`config.mk`:
```
export PLATFORM = sky130hd
export DESIGN_NAME = multicycle_control_fsm
export DESIGN_NICKNAME = d
export VERILOG_FILES = /design/src/rtl/mips_pkg.sv /design/src/rtl/multicycle_control_fsm.sv
export SDC_FILE = /design/constraint.sdc
export NUM_CORES = 1
export LEC_CHECK = 0
export CAP_MARGIN = 20
export CORE_UTILIZATION = 39
export DETAILED_ROUTE_END_ITERATION = 16
export PLACE_DENSITY = 0.84
export SLEW_MARGIN = 25
export SYNTH_ARGS = -nofsm -noshare
export SYNTH_HDL_FRONTEND = slang
export SYNTH_SLANG_ARGS = --single-unit
```
`constraint.sdc`:
```
create_clock -name clk -period 2.3 [get_ports clk]
set_input_delay 0.69 -clock clk [delete_from_list [all_inputs] [get_ports clk]]
set_output_delay 0.69 -clock clk [all_outputs]
set_load 0.01 [all_outputs]
```
`src/rtl/mips_pkg.sv`:
```
// mips_pkg: shared opcodes, datapath select codes and control FSM state encoding
package mips_pkg;
   localparam logic [5:0] OP_RTYPE = 6'h00;
   localparam logic [5:0] OP_LW    = 6'h23;
   localparam logic [5:0] OP_SW    = 6'h2B;
   localparam logic [5:0] OP_BEQ   = 6'h04;
   localparam logic [5:0] OP_J     = 6'h02;
   localparam logic [5:0] OP_ADDI  = 6'h08;
   localparam logic [1:0] ALU_ADD   = 2'b00;
   localparam logic [1:0] ALU_SUB   = 2'b01;
   localparam logic [1:0] ALU_FUNCT = 2'b10;
   localparam logic [1:0] SRCB_B      = 2'b00;
   localparam logic [1:0] SRCB_4      = 2'b01;
   localparam logic [1:0] SRCB_IMM    = 2'b10;
   localparam logic [1:0] SRCB_IMM_SH = 2'b11;
   localparam logic [1:0] PCSRC_ALU    = 2'b00;
   localparam logic [1:0] PCSRC_ALUOUT = 2'b01;
   localparam logic [1:0] PCSRC_JUMP   = 2'b10;
   typedef enum logic [3:0] {
      S_FETCH  = 4'd0,
      S_DECODE = 4'd1,
      S_MEMADR = 4'd2,
      S_MEMRD  = 4'd3,
      S_MEMWB  = 4'd4,
      S_MEMWR  = 4'd5,
      S_EXEC   = 4'd6,
      S_RWB    = 4'd7,
      S_BRANCH = 4'd8,
      S_JUMP   = 4'd9,
      S_ADDIEX = 4'd10,
      S_ADDIWB = 4'd11
   } state_t;
endpackage

```
`src/rtl/multicycle_control_fsm.sv`:
```
// multicycle_control_fsm: Moore control sequencer for the multicycle MIPS datapath
module multicycle_control_fsm
   import mips_pkg::*;
#(
   parameter bit MEM_HANDSHAKE = 1'b1
) (
   input  logic       clk,
   input  logic       rst,
   input  logic [5:0] opcode,
   input  logic       mem_ready,
   output logic       PCWrite,
   output logic       PCWriteCond,
   output logic       IorD,
   output logic       MemRead,
   output logic       MemWrite,
   output logic       IRWrite,
   output logic       MemtoReg,
   output logic       RegDst,
   output logic       RegWrite,
   output logic       ALUSrcA,
   output logic [1:0] ALUSrcB,
   output logic [1:0] ALUOp,
   output logic [1:0] PCSource,
   output logic       instr_done,
   output logic       illegal_op,
   output logic [3:0] state_o
);
   state_t state, state_nx;
   logic rdy;
   assign rdy = MEM_HANDSHAKE ? mem_ready : 1'b1;
   always_ff @(posedge clk)
      state <= rst ? S_FETCH : state_nx;
   always_comb begin
      state_nx = S_FETCH;
      case (state)
         S_FETCH:  state_nx = rdy ? S_DECODE : S_FETCH;
         S_DECODE: case (opcode)
                      OP_RTYPE:     state_nx = S_EXEC;
                      OP_LW, OP_SW: state_nx = S_MEMADR;
                      OP_BEQ:       state_nx = S_BRANCH;
                      OP_J:         state_nx = S_JUMP;
                      OP_ADDI:      state_nx = S_ADDIEX;
                      default:      state_nx = S_FETCH;
                   endcase
         S_MEMADR: state_nx = (opcode == OP_LW) ? S_MEMRD : S_MEMWR;
         S_MEMRD:  state_nx = rdy ? S_MEMWB : S_MEMRD;
         S_MEMWR:  state_nx = rdy ? S_FETCH : S_MEMWR;
         S_EXEC:   state_nx = S_RWB;
         S_ADDIEX: state_nx = S_ADDIWB;
         default:  state_nx = S_FETCH;
      endcase
   end
   // reset overrides the decode so no enable leaks while an instruction is aborted
   always_comb begin
      PCWrite     = 1'b0;
      PCWriteCond = 1'b0;
      IorD        = 1'b0;
      MemRead     = 1'b0;
      MemWrite    = 1'b0;
      IRWrite     = 1'b0;
      MemtoReg    = 1'b0;
      RegDst      = 1'b0;
      RegWrite    = 1'b0;
      ALUSrcA     = 1'b0;
      ALUSrcB     = SRCB_B;
      ALUOp       = ALU_ADD;
      PCSource    = PCSRC_ALU;
      instr_done  = 1'b0;
      illegal_op  = 1'b0;
      state_o     = rst ? S_FETCH : state;
      if (!rst)
         case (state)
            S_FETCH: begin
               MemRead = 1'b1;
               ALUSrcB = SRCB_4;
               IRWrite = rdy;
               PCWrite = rdy;
            end
            S_DECODE: begin
               ALUSrcB    = SRCB_IMM_SH;
               illegal_op = !(opcode inside {OP_RTYPE, OP_LW, OP_SW, OP_BEQ, OP_J, OP_ADDI});
               instr_done = illegal_op;
            end
            S_MEMADR, S_ADDIEX: begin
               ALUSrcA = 1'b1;
               ALUSrcB = SRCB_IMM;
            end
            S_MEMRD: begin
               MemRead = 1'b1;
               IorD    = 1'b1;
            end
            S_MEMWB: begin
               RegWrite   = 1'b1;
               MemtoReg   = 1'b1;
               instr_done = 1'b1;
            end
            S_MEMWR: begin
               IorD       = 1'b1;
               MemWrite   = 1'b1;
               instr_done = rdy;
            end
            S_EXEC: begin
               ALUSrcA = 1'b1;
               ALUOp   = ALU_FUNCT;
            end
            S_RWB: begin
               RegWrite   = 1'b1;
               RegDst     = 1'b1;
               instr_done = 1'b1;
            end
            S_BRANCH: begin
               ALUSrcA     = 1'b1;
               ALUOp       = ALU_SUB;
               PCWriteCond = 1'b1;
               PCSource    = PCSRC_ALUOUT;
               instr_done  = 1'b1;
            end
            S_JUMP: begin
               PCWrite    = 1'b1;
               PCSource   = PCSRC_JUMP;
               instr_done = 1'b1;
            end
            S_ADDIWB: begin
               RegWrite   = 1'b1;
               instr_done = 1'b1;
            end
            default: state_o = state;
         endcase
   end
endmodule

```
==> flow_metrics.py <==
metrics = {
    "status": {
        "status": "finished, violations left",
        "failed_checks": "negative setup slack",
    },
    "synthesis": {
        "ys_warn_count": 0,
        "syn-cell-area_um2": 623,
        "synth_top_cell_area_share_pct": 12.9,
        "ys_seq_area_share_pct": 12.9,
        "netlist_top_cells_area": "dfxtp_1 13%, nand2b_1 8.0%, nor3_1 8.0%, nor2_1 6.6%, nor2b_1 5.0%",
        "async_flop_share_pct": 0,
        "netlist_instances": 93,
        "synth_edf_count": 0,
        "synth_top_area_cell": "dfxtp_1",
        "ys_types": 36,
        "synth_ff_type": "dfxtp_1",
        "syn_avg_cell_area_um2": 6.70,
        "syn_nets": 102,
        "yosys_register_bits": 4,
    },
    "critical_path": {
        "worst_path_max_delay_cell": "nor4_4",
        "start_kind": "primary input",
        "required_ns": 1.61,
        "crit_type": "primary input to output port",
        "max_stage_delay_ns": 0.28,
        "cp_data_arrival_time_ns": 1.69,
        "end_kind": "output port",
        "path_cells": "buf_6 -> nor4_4 -> o21ai_1 -> and3_1 -> a21o_1 -> buf_2",
        "path_max_fanout": 4,
    },
    "floorplan": {
        "std_cell_rows": 14,
        "io_pins": 31,
        "dieWidth_um": 42.0,
        "dieArea_um2": 1760,
        "die_height_um": 42.0,
        "start_util_pct": 41.4,
        "coreArea_um2": 1510,
    },
    "grt": {
        "grt_usage_pct": 25.9,
        "antenna_found_initial": 0,
        "grt_remaining_overflow": 0,
        "grt_pass1_vias": 861,
        "grt_max_degree": 19,
        "grt_first_pass_wirelength_um": 3530,
    },
    "clocking": {
        "cts_tree": "yes",
        "cts_sinks": 4,
        "cts_max_path_buffers": 2,
        "path_clk_slew_ns": 0.04,
        "clk_latency_ns": 0.23,
        "clock_tree.root_cell": "clkbuf_4",
        "numCtsBuffers": 3,
        "postCtsHoldBufs": 0,
        "cts_max_level": 1,
    },
    "sta": {
        "min_period_over_period_pct": 103,
        "hold_ws_ns": 0.733,
        "drv_slew": 0,
        "fin_crit_ns": 2.38,
        "finalWorstSetupSlack_ns": -0.0781,
        "setup_violations": 3,
        "hold_viol": 0,
        "slew_headroom_pct": 69.6,
        "worstMarginPinSlew_ns": 0.450,
        "fin_skew_ns": 0.00550,
        "rsz0062_at_grt": "true",
        "max_freq_mhz": 420,
    },
    "detailed_routing": {
        "num_vias": 963,
        "drtIter0Drc": 12,
        "drt-pass1-iter-count": 4,
        "drc": 0,
        "wl_per_cell_um": 15.2,
        "drt-total-wl_um": 2530,
        "ant_nets": 0,
        "drt-vias-per-instance": 5.80,
    },
    "min_path": {
        "hp-class": "register to register",
    },
    "cells_and_area": {
        "drive_gt1_share_pct": 42.7,
        "top_register": "state",
        "final-instance-count-excl-fill": 166,
        "final_nets": 161,
        "reg.largest.list": "state: 4 flops",
        "utilization_pct": 80.7,
        "largest_reg_flops": 4,
        "postLayoutCellArea_um2": 1220,
        "antenna_cells": 0,
        "syn2layout_area_growth_pct": 95.2,
    },
    "power_and_ir_drop": {
        "max-vdd-ir-drop_uv": 315,
        "power_density_nw_per_um2": 246,
        "p_leak_nw": 0.606,
        "finalPower_mw": 0.299,
    },
    "job": {
        "maxCapViolations": 0,
    },
    "place": {
        "io_buffer_count": 30,
        "dp_hpwl_um": 1480,
        "place_congestion": 0.869,
        "placed_area_um2": 1040,
        "dp.cells": 150,
    },
}
[path summary, 6_finish.rpt]
check	from	cells past startpoint	slack [ns]	end
worst min-delay path	state[1]$_SDFF_PP0_	3	0.73	state[1]$_SDFF_PP0_
worst max-delay path	opcode[1]	6	-0.08	instr_done
worst min register to register	state[1]$_SDFF_PP0_	3	0.73	state[1]$_SDFF_PP0_
worst max register to register	state[0]$_SDFF_PP0_	5	0.83	state[2]$_SDFF_PP0_
[metrics by stage]
stage | worst slack, ns | setup TNS (ns)
after floorplan | 0.0258 | 0
after global placement | -0.781 | -12.42
after detailed placement | -0.803 | -12.62
after CTS | -0.108 | -0.310
after global routing | -0.114 | -0.295
final | -0.0781 | -0.183
[final cells by class]
class	count	area, µm²
inverter	2	7.51
tap	16	20.0
clock buffer	3	22.5
sequential	4	81.3
fill	115	290
timing repair buffer	62	517
multi-input combinational	79	568
[synth_stat cells, types with 2 or more instances]
library cell	instances
nor2_1	11
nor3_1	10
nand2b_1	8
o21ai_0	6
nand2_1	5
nor2b_1	5
clkbuf_1	4
dfxtp_1	4
a211oi_1	3
a31oi_1	3
and3_1	3
nor4_1	3
a21oi_1	2
inv_1	2
nand3_1	2
o211ai_1	2
[cell families after synthesis]
logic type	synth area share [%]
AOI/OAI and AO/OA	22.1
xor gates and xnor gates	2.81
buffers and inverters	8.03
DFF	12.9
and+or+nand+nor	54.2
[metal layers]
| metal | vias to the layer above | GRT usage (%) | routed length, µm |
|---|---|---|---|
| li1 | 461 | - | - |
| met1 | 434 | 21.9 | 845 |
| met2 | 56 | 54.4 | 1430 |
| met3 | 12 | 4.31 | 143 |
| met4 | 0 | 14.2 | 110 |
| met5 | - | 0 | 0 |
[placed cells by master, fill, tap and decap left out, types with 4 or more instances in the layout]
| cell | instances |
|---|---|
| nand2b_1 | 6 |
| o21ai_0 | 4 |
| nand2_1 | 5 |
| buf_2 | 5 |
| buf_4 | 29 |
| nor2_1 | 10 |
| dlygate4sd2_1 | 13 |
| buf_6 | 9 |
| nor2b_1 | 5 |
| nor3_1 | 8 |
[timing repair]
| item | CTS | global route |
|---|---|---|
| gates cloned | 0 | 0 |
| setup buffers | 14 | 1 |
| endpoints found under the setup margin | 22 | 9 |
| pin swaps | 10 | 10 |
| gates resized for setup | 78 | 23 |
[critical path: cells and delay by family]
family,cells,cell delay [ns]
and+or+nand+nor,2,0.50
buffers and inverters,2,0.24
AOI/OAI and AO/OA,2,0.26
[report_power, final]
| part | switching (mW) | internal, mW | leakage, nW | total (mW) |
|---|---|---|---|---|
| combinational | 0.0668 | 0.0704 | 0.559 | 0.137 |
| clock | 0.0270 | 0.0582 | 0.0138 | 0.0852 |
| sequential | 0.00395 | 0.0722 | 0.0328 | 0.0762 |
Power figures use the tool's default switching activity.
